==> src/rtl/exu_disp.sv <==
// exu_disp: dispatch stage with OITF-based long-op tracking, hazard stall and illegal-instruction handling
//   clk, rst_n          : clock, synchronous active-low reset
//   i_valid/i_ready     : decoded instruction handshake (i_info group selects the issue port)
//   i_rs*/i_rd*         : register usage enables and indices for hazard checks
//   i_illegal, i_flush  : illegal instruction flag, dispatch suppression
//   o_alu/md/agu_valid  : issue valids with matching readies; o_itag = OITF slot of an issued long op
//   i_lwb_valid/o_lwb_* : in-order long-op writeback retiring the OITF head
//   o_excp_valid        : illegal-instruction exception request, i_excp_ready acknowledges
//   o_oitf_empty        : no long ops outstanding
`ifndef DECINFO_WIDTH
`define DECINFO_WIDTH 32
`endif
`ifndef DECINFO_GRP
`define DECINFO_GRP 2:0
`endif
`ifndef RFIDX_WIDTH
`define RFIDX_WIDTH 5
`endif
module exu_disp #(
  parameter int OITF_DEPTH = 2
) (
  input  logic                                   clk,
  input  logic                                   rst_n,
  input  logic                                   i_valid,
  output logic                                   i_ready,
  input  logic [`DECINFO_WIDTH-1:0]              i_info,
  input  logic                                   i_rs1en,
  input  logic                                   i_rs2en,
  input  logic                                   i_rdwen,
  input  logic [`RFIDX_WIDTH-1:0]                i_rs1idx,
  input  logic [`RFIDX_WIDTH-1:0]                i_rs2idx,
  input  logic [`RFIDX_WIDTH-1:0]                i_rdidx,
  input  logic                                   i_illegal,
  input  logic                                   i_flush,
  output logic                                   o_alu_valid,
  input  logic                                   i_alu_ready,
  output logic                                   o_md_valid,
  input  logic                                   i_md_ready,
  output logic                                   o_agu_valid,
  input  logic                                   i_agu_ready,
  output logic [$clog2(OITF_DEPTH)-1:0]          o_itag,
  input  logic                                   i_lwb_valid,
  output logic                                   o_lwb_ready,
  output logic [`RFIDX_WIDTH-1:0]                o_lwb_rdidx,
  output logic                                   o_lwb_rdwen,
  output logic                                   o_excp_valid,
  input  logic                                   i_excp_ready,
  output logic                                   o_oitf_empty
);
  localparam int AW = $clog2(OITF_DEPTH);
  localparam logic [2:0] GRP_AGU = 3'd1;
  localparam logic [2:0] GRP_MULDIV = 3'd4;
  typedef enum logic [1:0] {RUN, DRAIN, EXCP} state_t;
  state_t state;
  logic [AW:0] wptr, rptr, cnt;
  logic [`RFIDX_WIDTH-1:0] rd_mem [OITF_DEPTH];
  logic [OITF_DEPTH-1:0] wen_mem, live, hit;
  logic [2:0] grp;
  logic is_md, is_agu, is_long, hazard, empty, full, go, tready, push, pop;
  logic unused;
  assign unused = ^i_info;
  assign grp = i_info[`DECINFO_GRP];
  assign is_md = grp == GRP_MULDIV;
  assign is_agu = grp == GRP_AGU;
  assign is_long = is_md | is_agu;
  assign cnt = wptr - rptr;
  assign empty = wptr == rptr;
  assign full = (wptr[AW-1:0] == rptr[AW-1:0]) & (wptr[AW] != rptr[AW]);
  // An entry is live when its distance from the head is below the occupancy.
  for (genvar k = 0; k < OITF_DEPTH; k++) begin : g_ent
    logic [AW-1:0] off;
    assign off = AW'(k) - rptr[AW-1:0];
    assign live[k] = {1'b0, off} < cnt;
    assign hit[k] = live[k] & wen_mem[k] & ((i_rs1en & (i_rs1idx == rd_mem[k])) |
                    (i_rs2en & (i_rs2idx == rd_mem[k])) | (i_rdwen & (i_rdidx == rd_mem[k])));
  end
  assign hazard = |hit;
  assign go = rst_n & (state == RUN) & i_valid & ~i_illegal & ~i_flush & ~hazard & (~is_long | ~full);
  assign tready = is_md ? i_md_ready : is_agu ? i_agu_ready : i_alu_ready;
  assign o_alu_valid = go & ~is_long;
  assign o_md_valid = go & is_md;
  assign o_agu_valid = go & is_agu;
  // In EXCP the acknowledge consumes the held illegal instruction; a flush cancels it instead.
  assign i_ready = rst_n & ((state == EXCP) ? i_excp_ready & ~i_flush : go & tready);
  assign push = go & tready & is_long;
  assign pop = i_lwb_valid & ~empty;
  assign o_itag = wptr[AW-1:0];
  assign o_lwb_ready = ~empty;
  assign o_lwb_rdidx = rd_mem[rptr[AW-1:0]];
  assign o_lwb_rdwen = wen_mem[rptr[AW-1:0]];
  assign o_excp_valid = state == EXCP;
  assign o_oitf_empty = empty;
  always_ff @(posedge clk)
    if (!rst_n) begin
      wptr <= '0;
      rptr <= '0;
      state <= RUN;
    end else begin
      if (push) wptr <= wptr + (AW+1)'(1);
      if (pop) rptr <= rptr + (AW+1)'(1);
      state <= (state == RUN) ? ((i_valid & i_illegal & ~i_flush) ? (empty ? EXCP : DRAIN) : RUN)
             : i_flush ? RUN
             : (state == DRAIN) ? (empty ? EXCP : DRAIN)
             : (i_excp_ready ? RUN : EXCP);
    end
  always_ff @(posedge clk)
    if (push) begin
      rd_mem[wptr[AW-1:0]] <= i_rdidx;
      wen_mem[wptr[AW-1:0]] <= i_rdwen;
    end
endmodule

==> config.mk <==
export PLATFORM = sky130hd
export DESIGN_NAME = exu_disp
export DESIGN_NICKNAME = d
export VERILOG_FILES = /design/src/rtl/exu_disp.sv
export SDC_FILE = /design/constraint.sdc
export NUM_CORES = 1
export LEC_CHECK = 0
export ABC_AREA = 1
export ABC_CLOCK_PERIOD_IN_PS = 4160
export BUFFER_PORTS_ARGS = -buffer_cell sky130_fd_sc_hd__buf_2
export CELL_PAD_IN_SITES_DETAIL_PLACEMENT = 1
export CELL_PAD_IN_SITES_GLOBAL_PLACEMENT = 1
export CORE_UTILIZATION = 33
export CTS_BUF_LIST = sky130_fd_sc_hd__clkbuf_8
export DETAILED_ROUTE_END_ITERATION = 16
export MAX_ROUTING_LAYER = met4
export PLACE_DENSITY_LB_ADDON = 0.2
export SETUP_SLACK_MARGIN = 0.15
export SLEW_MARGIN = 0
export SYNTH_ARGS = -nofsm -noshare
export SYNTH_HDL_FRONTEND = slang
export SYNTH_SLANG_ARGS = --single-unit
==> constraint.sdc <==
create_clock -name clk -period 4.16 [get_ports clk]
set_input_delay 0.208 -clock clk [delete_from_list [all_inputs] [get_ports clk]]
set_output_delay 0.208 -clock clk [all_outputs]
set_load 0.03 [all_outputs]
## Word level (Yosys, flattened, before mapping)

Memory sizes are Yosys's and may differ from the RTL's. A register that Yosys moved wholly into a read port is not among the register bits.
Cells that the tools add are included.

| storage, ports and cells | value |
|---|---|
| logic and storage cells | 88 |
| memories kept | 1 |
| flip-flop bits (word level) | 8 |
| bits in writable memories | 10 |
| input port bits | 60 |
| output and inout port bits | 14 |

| operators by class | value |
|---|---|
| equal/unequal tests | 13 |
| add/subtract/negate cells | 5 |
| reduce and logical (&&, ||, !) cells | 3 |
| bitwise logic cells | 39 |
| magnitude comparators | 5 |
| muxes and demuxes | 18 |

Memories:

| name | depth | bits a word | read ports | clocked after Yosys merged registers in | write ports | RTL line | source |
|---|---|---|---|---|---|---|---|
| rd_mem | 2 | 5 | 3 | 1 | 1 | 56 | `` logic [`RFIDX_WIDTH-1:0] rd_mem [OITF_DEPTH]; `` |

Operators with widths:

| kind | count |
|---|---|
| 5-bit == test | 6 |
| 1-bit bitwise AND | 27 |
| 2-bit two-way mux | 6 |
| 1-bit two-way mux | 10 |
| 1-bit inverter | 6 |
| 1-bit OR | 6 |
| 2-bit by 1-bit adder with 2-bit output, second input constant | 2 |
| 1-bit by 2-bit less-than comparator with 1-bit output | 2 |
| 1-bit by 2-bit less-than comparator with 1-bit output, second input constant | 2 |
| 3-bit by 1-bit == test with 1-bit output, second input constant | 1 |
| 3-bit == test, second input constant | 1 |
| 2-bit bitwise mux | 1 |
| 2-bit by 1-bit == test with 1-bit output, second input constant | 1 |
| 2-bit == test | 1 |
| 2-bit == test, second input constant | 1 |
| 2-bit zero test | 1 |
| 2-bit OR reduction | 1 |
| 1-bit subtractor, first input constant | 2 |
| 2-bit subtractor | 1 |
| 1-bit demux with 1-bit select | 1 |
| 1-bit == test | 1 |
| 1-bit greater-or-equal comparator, second input constant | 1 |
| 1-bit logical AND | 1 |
| 1-bit inequality test | 1 |

## Longest topological paths before layout

| logic depth | value |
|---|---|
| depth in word-level cells | 13 |
| depth in mapped cells | 12 |
| gate-level depth less buffers | 12 |

## Worst setup path after synthesis

Ideal clock, no wire load.

| timing path | value |
|---|---|
| path kind | register to register |
| start | register wptr[0] |
| end | memory rd_mem[0][0] in the netlist's numbering (enable) |
| path slack | 1.825 ns |
| buffers on the path | 0 |
| data arrival time | 1.959 ns |
| data required time | 3.783 ns |
| cell stages (with the launch flop) | 10 |
| setup time | 0.377 ns |
| clock period less this slack | 2.335 ns |
| cell sequence | dfxtp_1 inv_1 ha_1 inv_1 ha_1 nor2_1 nor2_1 nand2_1 nand4_2 nor3_1 |

| between the ends | value |
|---|---|
| longest elaborated chain between the ends | 12 |
| elaborated cells between the ends (all ways) | 19 |
| those cells by class | add/sub (1); order compare (2); eq/ne (1); mux (2); bitwise (12); reduce/logical (1) |

RTL lines:

| what | RTL line | source |
|---|---|---|
| start, declared | 55 | `logic [AW:0] wptr, rptr, cnt;` |
| start signal, assigned | 99 | `if (push) wptr <= wptr + (AW+1)'(1);` |
| 2-bit subtractor | 66 | `assign cnt = wptr - rptr;` |
| 1-bit by 2-bit less-than comparator with 1-bit output | 73 | `assign live[k] = {1'b0, off} < cnt;` |
| 1-bit bitwise AND (2 in a row) | 74 | `assign hit[k] = live[k] & wen_mem[k] & ((i_rs1en & (i_rs1idx == rd_mem[k])) \|` |
| 2-bit OR reduction | 77 | `assign hazard = \|hit;` |
| 1-bit inverter | 78 | `assign go = rst_n & (state == RUN) & i_valid & ~i_illegal & ~i_flush & ~hazard & (~is_long \| ~full);` |
| 1-bit bitwise AND (2 in a row) | 78 |  |
| 1-bit bitwise AND (2 in a row) | 85 | `assign push = go & tready & is_long;` |
| 1-bit two-way mux | 107 | `if (push) begin` |
| 1-bit two-way mux (implied by the code) | 108 | `rd_mem[wptr[AW-1:0]] <= i_rdidx;` |
| end, declared | 56 |  |

Several ways; a longest one is shown, not always the timed one.

## Worst setup path in the final report

| timing path | value |
|---|---|
| start | register wptr[0] |
| end | memory rd_mem[0][4] in the netlist's numbering (enable) |

Same word-level chain as after synthesis.

==> flow_summary.json <==
{
  "ctsHoldBuffers": 0,
  "wl_per_cell_um": 11.3,
  "portBuffers": 44,
  "synth.top_cell.area_share": 0.237,
  "period_minus_slack_ns": 2.57,
  "drcViolationCount": 0,
  "drtIter0Drc": 45,
  "synth_top_flop_cell": "edfxtp_1",
  "critPathKind": "reg2reg",
  "grt_pass1_vias": 1568,
  "async_flop_share": 0,
  "syn2layout_area_growth_pct": 21.2,
  "worstPathMaxFanout": 6,
  "grt_pass1_wl_mm": 6.58,
  "vias": 1592,
  "internal_power_mw": 0.292,
  "setup_viol": 0,
  "overflow": 0,
  "worst_slew_pin_slew_ns": 0.929,
  "ys_warn_count": 0,
  "synth_cell_types": 23,
  "post_cts_buffers": 0,
  "comb_power_share": 0.172,
  "cp.arrival_ns": 2.45,
  "yosysMostFrequentCell": "nand2_1",
  "power.density_nw_per_um2": 214,
  "die_height_um": 69.8,
  "drv_cap": 0,
  "cts_tree": "yes",
  "post_cts_resized": 0,
  "gr-usage-all-layers": 0.173,
  "nets": 357,
  "yosysSeqAreaShare": 0.329,
  "die_w_um": 69.8,
  "post_synth.cell_area_avg_um2": 6.15,
  "hold-worst-slack_ns": 0.179,
  "skew_ns": 0.00121,
  "crit_path_start_kind": "flip-flop",
  "cp.required_ns": 4.04,
  "antenna_found_initial": 0,
  "htreeDepth": 1,
  "clk_pin_slew_worst_paths_ns": 0.07,
  "io_pins": 74,
  "dpl.hpwl_mm": 3.34,
  "synth_area_leaders": "edfxtp_1 (24%), nand2_1 (22%), nor2_1 (10%), dfxtp_1 (9.2%), inv_1 (8.6%)",
  "netlist_area_um2": 1520,
  "synth_cells": 247,
  "syn-num-nets": 310,
  "min_path_type": "in2reg",
  "final_layout_size_suffix_gt1_frac": 0.246,
  "cts-root-buf": "clkbuf_8",
  "hold_viol": 0,
  "cp-end-kind": "flip-flop",
  "ys_top_cells_by_count": "nand2_1 (90), nor2_1 (41), inv_1 (35)",
  "grt_max_degree": 11,
  "peakVddDrop_v": 0.000143,
  "p_seq_frac": 0.513,
  "clk_latency_ns": 0.25,
  "rsz0062_at_grt": "false",
  "gp_congestion": 0.779,
  "viasPerCell": 4.61,
  "synth_top_cell_by_area": "edfxtp_1",
  "dieArea_um2": 4880,
  "dr.pass1.iters": 4,
  "fin_crit_sh": 0.618,
  "numCtsBuffers": 3,
  "coreArea_um2": 4380,
  "synth-seq-cells": 19,
  "p_leak_nw": 1.00,
  "clk_path_buf_depth": 2,
  "finalMaxSlewViolations": 0,
  "clkSinkCount": 19,
  "antenna_cells": 0,
  "fin_tns_setup_ns": 0,
  "p_switching_mw": 0.101,
  "clock_power_share": 0.315,
  "switching_share": 0.257,
  "wl_mm": 3.88,
  "num_rows": 24,
  "initial_core_util": 0.346,
  "fmax_mhz": 389,
  "status": "complete, no violations",
  "max_slew_margin": 0.376,
  "synth_edf_count": 12,
  "antenna_left": 0
}
[layer usage]
metal	GRT usage	wire length (um)
met5	-	0
met4	0.0622	55
met3	0.0160	127
met2	0.304	1990
met1	0.203	1710
[power by group through the flow]
stage	registers (mW)	logic, mW	clock network (mW)
detailed placement	0.206	0.0690	0
finish	0.202	0.0677	0.124
global route	0.202	0.0774	0.137
global placement	0.206	0.0675	0
floorplan	0.206	0.0395	0
CTS	0.202	0.0693	0.128
[worst max-delay path, cell delays in order (launching register included)]
cell and delay [ns]:
dfxtp_1 0.46, inv_1 0.11, ha_1 0.21, inv_1 0.06
ha_1 0.22, nor2_1 0.09, nor2_1 0.04, nand2_1 0.11
nand4_2 0.15, nor3_1 0.74
[worst paths after layout]
path                  endpoint  cells past startpoint  startpoint  slack, ns
hold reg to reg       state[1]                      2    state[1]       0.50
hold / removal      wen_mem[0]                      1     i_rdwen       0.18
setup reg to reg  rd_mem[0][4]                      9     wptr[0]       1.59
setup / recovery  rd_mem[0][4]                      9     wptr[0]       1.59
[layout by cell type (no fill, tap or decap)]
cell type,netlist,routed
buf_2,0,44
dfxtp_1,7,7
xnor2_2,1,1
nor2_1,41,41
o21ai_1,3,3
nand2_1,90,90
nand4_1,3,3
edfxtp_1,12,12
nand3_1,8,8
nor3_1,2,2
inv_2,11,11
a31oi_4,1,1
inv_1,35,36
nand2_2,3,3
a21oi_1,4,4
a21oi_2,1,1
nor2_2,2,2
nand3_2,3,3
clkbuf_8,0,3
nor2_4,1,1
o21ai_0,12,12
nand4_2,2,2
ha_1,3,3
[sequential cells by signal, indices dropped and copies added, names as in the netlist, named ones only]
name	count
wen_mem	2
state	2
rd_mem	10
rptr	2
wptr	2
[area by class of cell]
class                   count  area, um2
clock buffers               3       41.3
clock inverters             1       3.75
fillers                   614       2540
inverters                  46        173
multi-input cells         180        837
flip-flops and latches     19        500
well taps                  52       65.1
repair buffers             44        220
[per-stage QoR]
step / util / total power [mW] / cell area (um2) / setup slack, ns / cells
after floorplan: - / 0.245 / 1520 / 1.82 / 247
after global placement: 0.410 / 0.274 / 1800 / 1.62 / 341
after detailed placement: 0.410 / 0.275 / 1800 / 1.56 / 341
after CTS: 0.420 / 0.399 / 1840 / 1.52 / 345
after global routing: 0.420 / 0.417 / 1840 / 1.42 / 345
final: 0.420 / 0.393 / 1840 / 1.59 / 345
[cells by family after synthesis]
group / after synthesis / share of synthesized area
xor gates and xnor gates: 1 / 0.0107
AOI/OAI and AO/OA: 21 / 0.0824
DFF: 19 / 0.329
adders and majority gates: 3 / 0.0247
and+or+nand+nor: 155 / 0.433
buffers and inverters: 48 / 0.119
Note: power is estimated with default switching activity, not from simulation.
